`src/rtl/soc_bus_monitor.sv`:
```
// Passive monitor on the native memory bus.
// Provides a fetch counter, windowed write trace FIFO, stall watchdog and trap capture.
`timescale 1ns/1ps
module soc_bus_monitor #(
    parameter int ADDR_W     = 32,
    parameter int DATA_W     = 32,
    parameter int NUM_WIN    = 4,
    parameter int FIFO_DEPTH = 16,
    parameter int CNT_W      = 32,
    parameter int STALL_MAX  = 1024,
    localparam int STRB_W    = DATA_W / 8,
    localparam int IDX_W     = (NUM_WIN > 1) ? $clog2(NUM_WIN) : 1,
    localparam int LVL_W     = $clog2(FIFO_DEPTH) + 1
) (
    input  logic                      clk,
    input  logic                      rst_n,
    input  logic                      enable,
    input  logic                      clear,
    input  logic                      mem_valid,
    input  logic                      mem_ready,
    input  logic                      mem_instr,
    input  logic [ADDR_W-1:0]         mem_addr,
    input  logic [DATA_W-1:0]         mem_wdata,
    input  logic [STRB_W-1:0]         mem_wstrb,
    input  logic                      trap,
    input  logic [ADDR_W-1:0]         debug_pc,
    input  logic [NUM_WIN*ADDR_W-1:0] win_base,
    input  logic [NUM_WIN*ADDR_W-1:0] win_mask,
    output logic                      trace_valid,
    input  logic                      trace_ready,
    output logic [IDX_W-1:0]          trace_win,
    output logic [STRB_W-1:0]         trace_wstrb,
    output logic [DATA_W-1:0]         trace_data,
    output logic [LVL_W-1:0]          fifo_level,
    output logic                      overflow,
    output logic [CNT_W-1:0]          drop_count,
    output logic [CNT_W-1:0]          insn_count,
    output logic [NUM_WIN*CNT_W-1:0]  win_hits,
    output logic                      stall_err,
    output logic [ADDR_W-1:0]         stall_addr,
    output logic                      trap_seen,
    output logic [ADDR_W-1:0]         trap_pc
);

    localparam int PTR_W   = $clog2(FIFO_DEPTH);
    localparam int ENT_W   = IDX_W + STRB_W + DATA_W;
    localparam int STALL_W = $clog2(STALL_MAX + 1);

    logic [NUM_WIN-1:0] hit;
    logic [IDX_W-1:0]   hit_idx;
    logic               xfer;
    logic               push;
    logic               pop;
    logic               full;
    logic               accept;
    logic               drop;
    logic               stalled;
    logic               fetch;
    logic               trap_rise;
    logic               trap_q;
    logic [ENT_W-1:0]   fifo_mem [FIFO_DEPTH];
    logic [ENT_W-1:0]   head;
    logic [PTR_W-1:0]   wr_ptr;
    logic [PTR_W-1:0]   rd_ptr;
    logic [LVL_W-1:0]   level;
    logic [CNT_W-1:0]   hit_cnt [NUM_WIN];
    logic [STALL_W-1:0] stall_cnt;

    function automatic logic [CNT_W-1:0] sat_inc(input logic [CNT_W-1:0] v);
        return (&v) ? v : v + 1'b1;
    endfunction

    assign xfer      = mem_valid & mem_ready;
    assign push      = enable & (|hit);
    assign pop       = trace_valid & trace_ready;
    assign full      = (level == LVL_W'(FIFO_DEPTH));
    assign accept    = push & (~full | pop);
    assign drop      = push & full & ~pop;
    assign stalled   = enable & mem_valid & ~mem_ready;
    assign fetch     = enable & xfer & mem_instr;
    assign trap_rise = trap & ~trap_q;

    // Descending scan so the lowest matching window wins the trace index.
    always_comb begin
        hit     = '0;
        hit_idx = '0;
        for (int i = 0; i < NUM_WIN; i++) begin
            hit[i] = xfer && (|mem_wstrb) &&
                     ((mem_addr & win_mask[i*ADDR_W +: ADDR_W]) ==
                      (win_base[i*ADDR_W +: ADDR_W] & win_mask[i*ADDR_W +: ADDR_W]));
        end
        for (int i = NUM_WIN - 1; i >= 0; i--) begin
            if (hit[i]) hit_idx = IDX_W'(i);
        end
    end

    always_ff @(posedge clk) begin
        if (accept && !clear) fifo_mem[wr_ptr] <= {hit_idx, mem_wstrb, mem_wdata};
    end

    // Head is gated so stale storage never leaks out while the FIFO is empty.
    assign trace_valid = (level != '0);
    assign head        = trace_valid ? fifo_mem[rd_ptr] : '0;
    assign {trace_win, trace_wstrb, trace_data} = head;
    assign fifo_level  = level;

    always_ff @(posedge clk or negedge rst_n) begin
        if (!rst_n) begin
            wr_ptr <= '0;
            rd_ptr <= '0;
            level  <= '0;
        end else if (clear) begin
            wr_ptr <= '0;
            rd_ptr <= '0;
            level  <= '0;
        end else begin
            if (accept) wr_ptr <= wr_ptr + 1'b1;
            if (pop)    rd_ptr <= rd_ptr + 1'b1;
            if (accept && !pop)      level <= level + 1'b1;
            else if (pop && !accept) level <= level - 1'b1;
        end
    end

    always_ff @(posedge clk or negedge rst_n) begin
        if (!rst_n) begin
            insn_count <= '0;
            drop_count <= '0;
            overflow   <= 1'b0;
            for (int i = 0; i < NUM_WIN; i++) hit_cnt[i] <= '0;
        end else if (clear) begin
            insn_count <= '0;
            drop_count <= '0;
            overflow   <= 1'b0;
            for (int i = 0; i < NUM_WIN; i++) hit_cnt[i] <= '0;
        end else begin
            if (fetch) insn_count <= sat_inc(insn_count);
            if (drop) begin
                drop_count <= sat_inc(drop_count);
                overflow   <= 1'b1;
            end
            for (int i = 0; i < NUM_WIN; i++) begin
                if (enable && hit[i]) hit_cnt[i] <= sat_inc(hit_cnt[i]);
            end
        end
    end

    for (genvar g = 0; g < NUM_WIN; g++) begin : g_hits
        assign win_hits[g*CNT_W +: CNT_W] = hit_cnt[g];
    end

    // stall_cnt holds the number of stalled edges already seen in this run.
    always_ff @(posedge clk or negedge rst_n) begin
        if (!rst_n) begin
            stall_cnt  <= '0;
            stall_err  <= 1'b0;
            stall_addr <= '0;
        end else if (clear) begin
            stall_cnt  <= '0;
            stall_err  <= 1'b0;
            stall_addr <= '0;
        end else begin
            if (!stalled)
                stall_cnt <= '0;
            else if (stall_cnt != STALL_W'(STALL_MAX))
                stall_cnt <= stall_cnt + 1'b1;
            if (stalled && !stall_err && stall_cnt == STALL_W'(STALL_MAX - 1)) begin
                stall_err  <= 1'b1;
                stall_addr <= mem_addr;
            end
        end
    end

    // trap_q keeps sampling through clear so a held trap is not seen as a new edge.
    always_ff @(posedge clk or negedge rst_n) begin
        if (!rst_n) begin
            trap_q    <= 1'b0;
            trap_seen <= 1'b0;
            trap_pc   <= '0;
        end else begin
            trap_q <= trap;
            if (clear) begin
                trap_seen <= 1'b0;
                trap_pc   <= '0;
            end else if (enable && trap_rise && !trap_seen) begin
                trap_seen <= 1'b1;
                trap_pc   <= debug_pc;
            end
        end
    end

endmodule

```
`config.mk`:
```
export PLATFORM = sky130hd
export DESIGN_NAME = soc_bus_monitor
export DESIGN_NICKNAME = d
export VERILOG_FILES = /design/src/rtl/soc_bus_monitor.sv
export SDC_FILE = /design/constraint.sdc
export NUM_CORES = 1
export LEC_CHECK = 0
export BUFFER_PORTS_ARGS = -buffer_cell sky130_fd_sc_hd__buf_2
export CAP_MARGIN = 20
export CORE_AREA = 2 2 280 282
export DETAILED_ROUTE_END_ITERATION = 7
export DIE_AREA = 0 0 282 284
export PLACE_DENSITY = 0.76
export REMOVE_ABC_BUFFERS = 1
export SLEW_MARGIN = 20
export SYNTH_ARGS = -nofsm -noshare
export SYNTH_HDL_FRONTEND = slang
export SYNTH_SLANG_ARGS = --single-unit
```
`constraint.sdc`:
```
create_clock -name clk -period 5.8 [get_ports clk]
set_input_delay 0.58 -clock clk [delete_from_list [all_inputs] [get_ports clk]]
set_output_delay 0.58 -clock clk [all_outputs]
set_load 0.05 [all_outputs]
```
==> results of run 1 <==
==> cell families (layout without fill, tap and decap cells) <==
logic type | Yosys count | count (layout) | synth area share (%)
AND/OR/NAND/NOR | 866 | 866 | 11.10
other | 0 | 44 | 0
flip-flops | 892 | 892 | 65.10
multiplexers | 203 | 203 | 11.32
XOR/XNOR | 291 | 291 | 6.541
adder cells (fa/ha/maj) | 18 | 18 | 0.5973
AO/OA/AOI/OAI | 207 | 207 | 3.510
buffers and inverters | 180 | 907 | 1.830
==> stage by stage <==
step	std cells	worst slack, ps	setup TNS, ps	hold WS (ps)
5_1_grt	4445	1115	0	45.69
4_1_cts	4424	1383	0	29.09
2_1_floorplan	2515	-2111	-148330	284.4
3_3_place_gp	4259	925.6	0	445.3
3_5_place_dp	4259	741.1	0	451.4
6_report	4468	1333	0	30.35
==> synth_stat cells (all sizes together) (4+ instances only) <==
master	number	area, µm²
mux4	190	4279
or4	5	41.29
nand2b	5	31.28
nor3b	4	30.03
nand2	227	852.1
dfrtp	284	7107
xor2	217	1901
nand3b	34	255.2
a2111oi	5	112.6
a21oi	81	409.1
o21ai	39	195.2
nand4	65	412.9
nor4	15	127.6
nor3	30	165.2
a22oi	70	540.5
ha	17	212.7
edfxtp	608	18260
clkbuf	113	424.2
nand3	82	427.9
nor4b	4	35.03
buf	29	146.4
nor2b	4	25.02
and4	19	166.4
nor2	234	878.3
and3	38	237.7
and2	50	312.8
or3	43	269.0
inv	37	138.9
mux2i	12	120.1
xnor2	74	648.1
==> per-layer routing <==
layer / routed length (µm) / GRT usage (%)
met5: 407 / 0
met4: 6653 / 14.79
met3: 21970 / 17.99
met2: 60020 / 49.53
met1: 47980 / 42.56
==> state kept, by name (all words and copies together), names as in the netlist, 4 cells and up <==
name,flops
win_hits,128
trap_pc,32
insn_count,32
rd_ptr,4
wr_ptr,4
stall_cnt,11
fifo_level,5
drop_count,32
fifo_mem,608
stall_addr,32
==> where the power goes <==
| part | internal, mW | total (mW) | switching, mW |
|---|---|---|---|
| logic | 1.31 | 3.52 | 2.21 |
| registers | 6.84 | 7.00 | 0.166 |
| clock network | 3.35 | 5.91 | 2.56 |
| total | 11.5 | 16.4 | 4.94 |
==> final cells by class <==
class | count | area (µm²)
diodes | 44 | 110.1
clock buffers | 114 | 2436
clock inverters | 51 | 538.0
fillers | 5733 | 30260
inverters | 38 | 142.6
multi-input cells | 1585 | 13040
flip-flops and latches | 892 | 25380
well taps | 1040 | 1301
repair buffers | 704 | 3760
==> worst min-delay path by stage <==
stage                   start  depth (start not counted)        endpoint  slack [ps]
2_1_floorplan           rst_n                          0   drop_count[0]         280
3_3_place_gp   stall_addr[15]                          2  stall_addr[15]         450
3_5_place_dp    stall_addr[7]                          2   stall_addr[7]         450
4_1_cts                  trap                          1          trap_q          30
5_1_grt                  trap                          1          trap_q          50
6_report                rst_n                          1    win_hits[50]          30
==> results.md, run 1 <==
CTS:
- TritonCTS built the clock tree.
- The number of buffers on the longest clock path is 3.
- In this run, post-CTS repair resized a total of 0 instances.
- The H-tree depth is 3.
- Counting the buffers created by CTS gives 91.
- The number of buffers inserted by post-CTS setup repair is 0.
- The clock slew at the register clock pins of the worst setup and hold paths is 60 ps.
- The count of hold-fix buffers inserted at cts is 0.
- For the worst-skew pair, the clock arrives at the later sink with an insertion delay of 670 ps.
- The buffer cell driving the clock tree root is clkbuf_16.
- The clock sink total is 892.

GRT:
- The first global-routing pass estimated 191200 µm of wire.
- The largest net degree at the start of global routing is 188.
- The total overflow left after global routing is 0.
- The via count of the first global-routing pass was 26090.
- The initial antenna violation count was 76.
- For this run, the total global-route usage over all layers was measured as 34.14%.

Placed design:
- Once placement finished, the instance area stood at approximately 44000 µm².
- Detailed placement finished with a half-perimeter wire length of 99180 µm.
- The placer congestion estimate is between 0.9 and 1.
- Buffers placed on the I/O ports in this run total 667.

Min path:
- The min-delay analysis places its worst path in the category input port to async pin.

Timing:
- The headroom to the max-slew limit is between 30% and 40%.
- Between clock sinks in the finished design, the worst skew comes to a little over 50 ps.
- The final clock period utilization by the worst path is 77.01%.
- The final-report hold violation count is 0.
- Setup repair after global routing left no endpoint under its margin.
- The number of max-slew violations in the final report is 0.
- The final critical path time including I/O delays and setup is 4467 ps.
- For this run, the top clock speed supported by timing is 0.2239 GHz.
- The slew at the pin with the worst max-slew slack is 1034 ps.
- The final number of setup-violating endpoints is 0.

Logic synthesis:
- The number of enable flip-flop cells after synthesis is 608.
- The synthesized design contains 892 register bits.
- The per-instance average area after synthesis is 14.66 µm².
- The prevailing post-synth register cell is edfxtp_1.
- The count of distinct cell types in the synthesized netlist is 59.
- The sequential element share of the synthesized area is 65.10%.
- Counting every instance in the synthesized netlist gives roughly 2700.
- The share of flip-flops with an asynchronous set or reset is 31.84%.
- During synthesis, Yosys emitted a total of 0 warnings.
- The synthesized cell area is just under 40000 µm².

Route:
- The routed wire length per instance is about 31 µm.
- The number of detailed-route iterations in the first pass is 5.
- The violation count after the first detailed-routing iteration is 3640.
- After detailed routing, the total wire length is 137000 µm.
- The post-route antenna net violation count is 0.
- For this run, design rule violations remaining after detail routing come to 0.
- The total via count in the routed design is 27020.
- The via-per-instance ratio is 6.047.

Cells and area:
- The layout cell share with drive strength beyond 1 is 31.91%.
- The net total in the final layout is around 3700.
- The core occupancy in the finished layout is 60.69%.
- In the layout the commonest cells are buf_2, edfxtp_1, dfrtp_1.
- After routing the design area is 46700 µm².
- Leaving out fill and tap cells, the most frequent cell in the layout is buf_2.
- The area growth from synthesis to final layout is 19.86%.

Setup path:
- Following the worst setup path forward leads to its endpoint at fifo_mem[6][20].
- The worst register-to-register path ends at fifo_level[4].
- The stage delay of the slowest cell on the critical path is ~670 ps.
- The highest fanout seen on the critical path is 20.
- The type of the worst setup path is input port to flip-flop.
- STA classifies the critical path endpoint as a flip-flop.
- The startpoint identified for the worst register-to-register timing path is fifo_level[0].
- The worst endpoint data arrival time is around 4800 ps.
- For flop-to-flop paths, the worst setup slack is ~1600 ps.
- The start point of the critical path is mem_wstrb[3].
- In this run the number of cells on the critical path is 11.
- Walking the worst path, the cells encountered are buf_2 > nor4_1 > nor2_1 > nand2_1 > a2111oi_2 > a22oi_2 > a21oi_2 > and2_1 > nand3_1 > nor2_4 > buf_4.
- The depth of the worst register-to-register path is 12.
- STA classifies the critical path startpoint as an input port.
- On the critical path the largest part of the delay comes from simple AND/OR/NAND/NOR gates.
- The critical path's slowest cell is nor2_4.
- The critical path contains buffers and inverters numbering 2 combined.
- Data on the critical path is required at its endpoint by 6140 ps.

Pwr:
- The overall power is 16.43 mW.
- The worst-case IR drop observed on VDD is 0.2492 mV.
- For this design the static power due to leakage is between 15 and 20 nW.
- The power per cell area is 351.9 nW/µm².

Floorplan:
- 668 I/O pins were placed.
- Once the floorplan was initialized, standard cells occupied approximately half of the core.
- The die is between 200 and 300 µm wide.
- The die is 284 µm tall.
- The die footprint is 80090 µm².
- The total area inside the core boundary comes to 76960 µm².
- The standard-cell row count is between 100 and 150.

Status:
- The run finished with clean final reports.

Job:
- The max capacitance violation total is 0.
Power figures use the tool's default switching activity.
==> inputs of run 2 (changes only) <==
clock period = 4.03 ns   (was 5.8 ns; I/O delays follow)
==> results.md, run 2 (same netlist as run 1, synthesis figures left out) <==
Cells and area:
- Counting flops per register, the top entry is fifo_mem.
- The area taken by flip-flops and latches came to 25370 µm² (about the same).
- The count of placed standard cells in the final layout, fillers left out is 4538 (+1.6%).
- The total area of multi-input combinational cells is 13030 µm² (about the same).
- The filler cell count is 5698 (-0.61%).
- Compared with the post-synthesis result, the final layout area differs by 21.46%.
- The number of flip-flops under the largest register name is 608 (unchanged).
- The most common cell after layout, fill and taps aside is buf_2.
- The layout cell share with drive strength beyond 1 is 32.23% (+0.32 points).
- Leaving out fill and tap cells, the most frequent cells in the layout are buf_2, edfxtp_1, dfrtp_1.
- The net total in the final layout was 3761 (+1.8%).

CTS:
- The clock slew at the register clock pins of the worst setup and hold paths is 60 ps (about the same).
- The H-tree depth was 3 (unchanged).
- The insertion delay of the later-clocked pin in the worst-skew pair came to 660 ps (about the same).
- The number of resized instances in the post-cts repair step was 0 (unchanged).
- The clock sink total is 892 (unchanged).
- The number of buffers inserted by post-CTS setup repair is 0 (unchanged).
- The number of buffers on the longest clock path is 3 (unchanged).
- The TritonCTS clock tree is done.
- The total CTS buffers is 91 (unchanged).
- The buffer cell driving the clock tree root is clkbuf_16.

Route:
- The violation count after the first detailed-routing iteration is 3528 (-3.1%).
- The total via count in the routed design came to 27570 (+2.1%).
- The aggregate routed wire length is 139700 µm (+1.9%).
- The via-per-instance ratio is 6.076 (+0.48%).
- The number of detailed-route iterations in the first pass is 6 (+1).
- The post-route antenna net violation count is 0 (unchanged).
- The routed wire length per instance is 30.78 µm (+0.36%).
- The count of unresolved DRC violations after routing is 0 (unchanged).

Placed design:
- The placer congestion estimate is 0.9801 (-0.18%).
- The number of placed cells counting well taps is 4291 (+0.75%).
- The estimated wirelength of the detail-placed design is 100500 µm (+1.3%).
- The total of buffers placed on input and output ports is 667 (unchanged).

Floorplan:
- The die footprint came to 80090 µm² (unchanged).
- The effective utilization at floorplan is 50.63% (unchanged).
- The die width was 282 µm (unchanged).
- The standard-cell row count was 102 (unchanged).
- The core region area is 76960 µm² (unchanged).
- The number of top-level pins was 668 (unchanged).
- The die boundary height is 284 µm (unchanged).

Setup path:
- On the critical path the largest part of the delay comes from multiplexers.
- The endpoint required time on the critical path came to 3630 ps (-2510 ps).
- The kind of start point of the critical path is a flip-flop.
- The critical path goes through buf_12 > mux4_2 > mux4_2 > and2_1 > buf_2.
- The endpoint type of the worst setup path is an output pin.
- The buffering stage count on the worst path with inverters included is 2 (unchanged).
- The stage delay of the slowest cell on the critical path was 820 ps (+150 ps).
- By startpoint and endpoint, the worst setup path is classified as flip-flop to output pin.
- The highest fanout seen on the critical path is 37 (+85%).
- The internal reg-to-reg setup slack is 670 ps (-900 ps).
- The critical path's most frequent cell is mux4_2.
- The critical path's slowest cell is dfrtp_4.
- The worst endpoint data arrival time is 3410 ps (-1400 ps).

Timing:
- The final setup skew is 34.75 ps (-16.30 ps).
- The final critical path takes up 94.67% of the cycle.
- The headroom to the max-slew limit was 32.17% (+1.1 points).
- The final number of setup-violating endpoints is 0 (unchanged).
- The number of max-slew violations in the final report is 0 (unchanged).
- The top achievable clock speed is about 0.26 GHz.
- Setup repair after global routing left no endpoint under its margin.
- The routed design could run at a clock period as short as 3815 ps.
- The total negative setup slack is 0 ps (unchanged).
- The slew at the pin with the worst max-slew slack was 1015 ps (-18.62 ps).
- The final-report hold violation count was 0 (unchanged).

GRT:
- The total grt overflow is 0 (unchanged).
- The wire length of the first global-routing pass is 196000 µm (+2.5%).
- The global router's overall resource usage was 34.93% (+0.80 points).
- The initial antenna violation count came to 72 (-5.3%).
- The via count of the first global-routing pass came to 26840 (+2.9%).
- The largest net degree at the start of global routing is 159 (-15%).

Pwr:
- The overall power is 23.61 mW (+44%).
- The worst IR drop on VDD is 0.3609 mV (+45%).
- The leakage power is 18.28 nW (+1.7%).
- The power per cell area is 498.8 nW/µm² (+42%).

Status:
- The run finished with clean final reports.

Job:
- The max capacitance violation total was 0 (unchanged).

Min path:
- The type of the worst min-delay path is input port to flip-flop.
## run 2: changes by cell type in the layout (fill, tap and decap cells not counted), sizes merged
cell / previous run / this run
clkinvlp: 5 / 4
bufinv: 8 / 3
inv: 39 / 45
dlygate4sd3: 0 / 34
clkinv: 37 / 43
buf: 703 / 735
clkbuf: 115 / 112
diode: 44 / 45
## run 2: area by class of cell
type	count	area share, %
Sequential cell	892	53.62
Multi-Input combinational cell	1585	27.53
Timing Repair Buffer	770	9.462
Clock buffer	111	5.076
Tap cell	1040	2.750
Clock inverter	57	1.021
Inverter	38	0.3014
Antenna cell	45	0.2380
## run 2: path summary, 6_finish.rpt
| kind | startpoint | cells past startpoint | end |
|---|---|---|---|
| setup reg to reg | win_hits[68] | 9 | win_hits[70] |
| hold / removal | mem_addr[25] | 3 | stall_addr[25] |
| min in group asynchronous | rst_n | 2 | stall_addr[6] |
| setup / recovery | rd_ptr[0] | 5 | trace_data[19] |
| hold reg to reg | stall_addr[7] | 2 | stall_addr[7] |
| max in group asynchronous | rst_n | 3 | stall_cnt[3] |
## run 2: report_power, final
group / total [mW] / leakage, nW / switching, mW / internal, mW
Combinational: 5.36 / 7.49 / 3.38 / 1.99
Clock: 8.24 / 1.41 / 3.75 / 4.50
Sequential: 10.0 / 9.37 / 0.156 / 9.84
Total: 23.6 / 18.3 / 7.28 / 16.3
## run 2: repair_timing
action | 4_1_cts | 5_1_grt
hold endpoints to repair | 141 | 0
setup endpoints to repair | 0 | 0
hold buffers | 34 | 0
## run 2: worst register-to-register path, delay by kind of cell (launching register included)
| family | cells | cell delay (ps) |
|---|---|---|
| compound gates | 1 | 140 |
| flops | 1 | 420 |
| simple gates | 7 | 2540 |
| buf+inv | 1 | 170 |
## run 2: per-layer routing
layer | track usage, % | share of wire (%) | vias to the layer above
met2 | 50.19 | 44 | 1907
met4 | 17.07 | 5.4 | 48
met5 | 0 | 0.22 | -
li1 | - | - | 11420
met1 | 45.10 | 35 | 13810
met3 | 15.63 | 15 | 389
## run 2: per-stage QoR
stage | hold slack (ps) | worst slack (ps) | utilization (%) | cell area, µm²
floorplan | 107.4 | -3704 | - | 38390
global placement | 445.3 | 93.08 | 57.16 | 43990
detailed placement | 454.1 | 2.109 | 57.16 | 43990
CTS | 25.79 | 123.7 | 61.35 | 47210
global route | 57.77 | 70.89 | 61.43 | 47270
finish | 54.91 | 214.8 | 61.49 | 47320
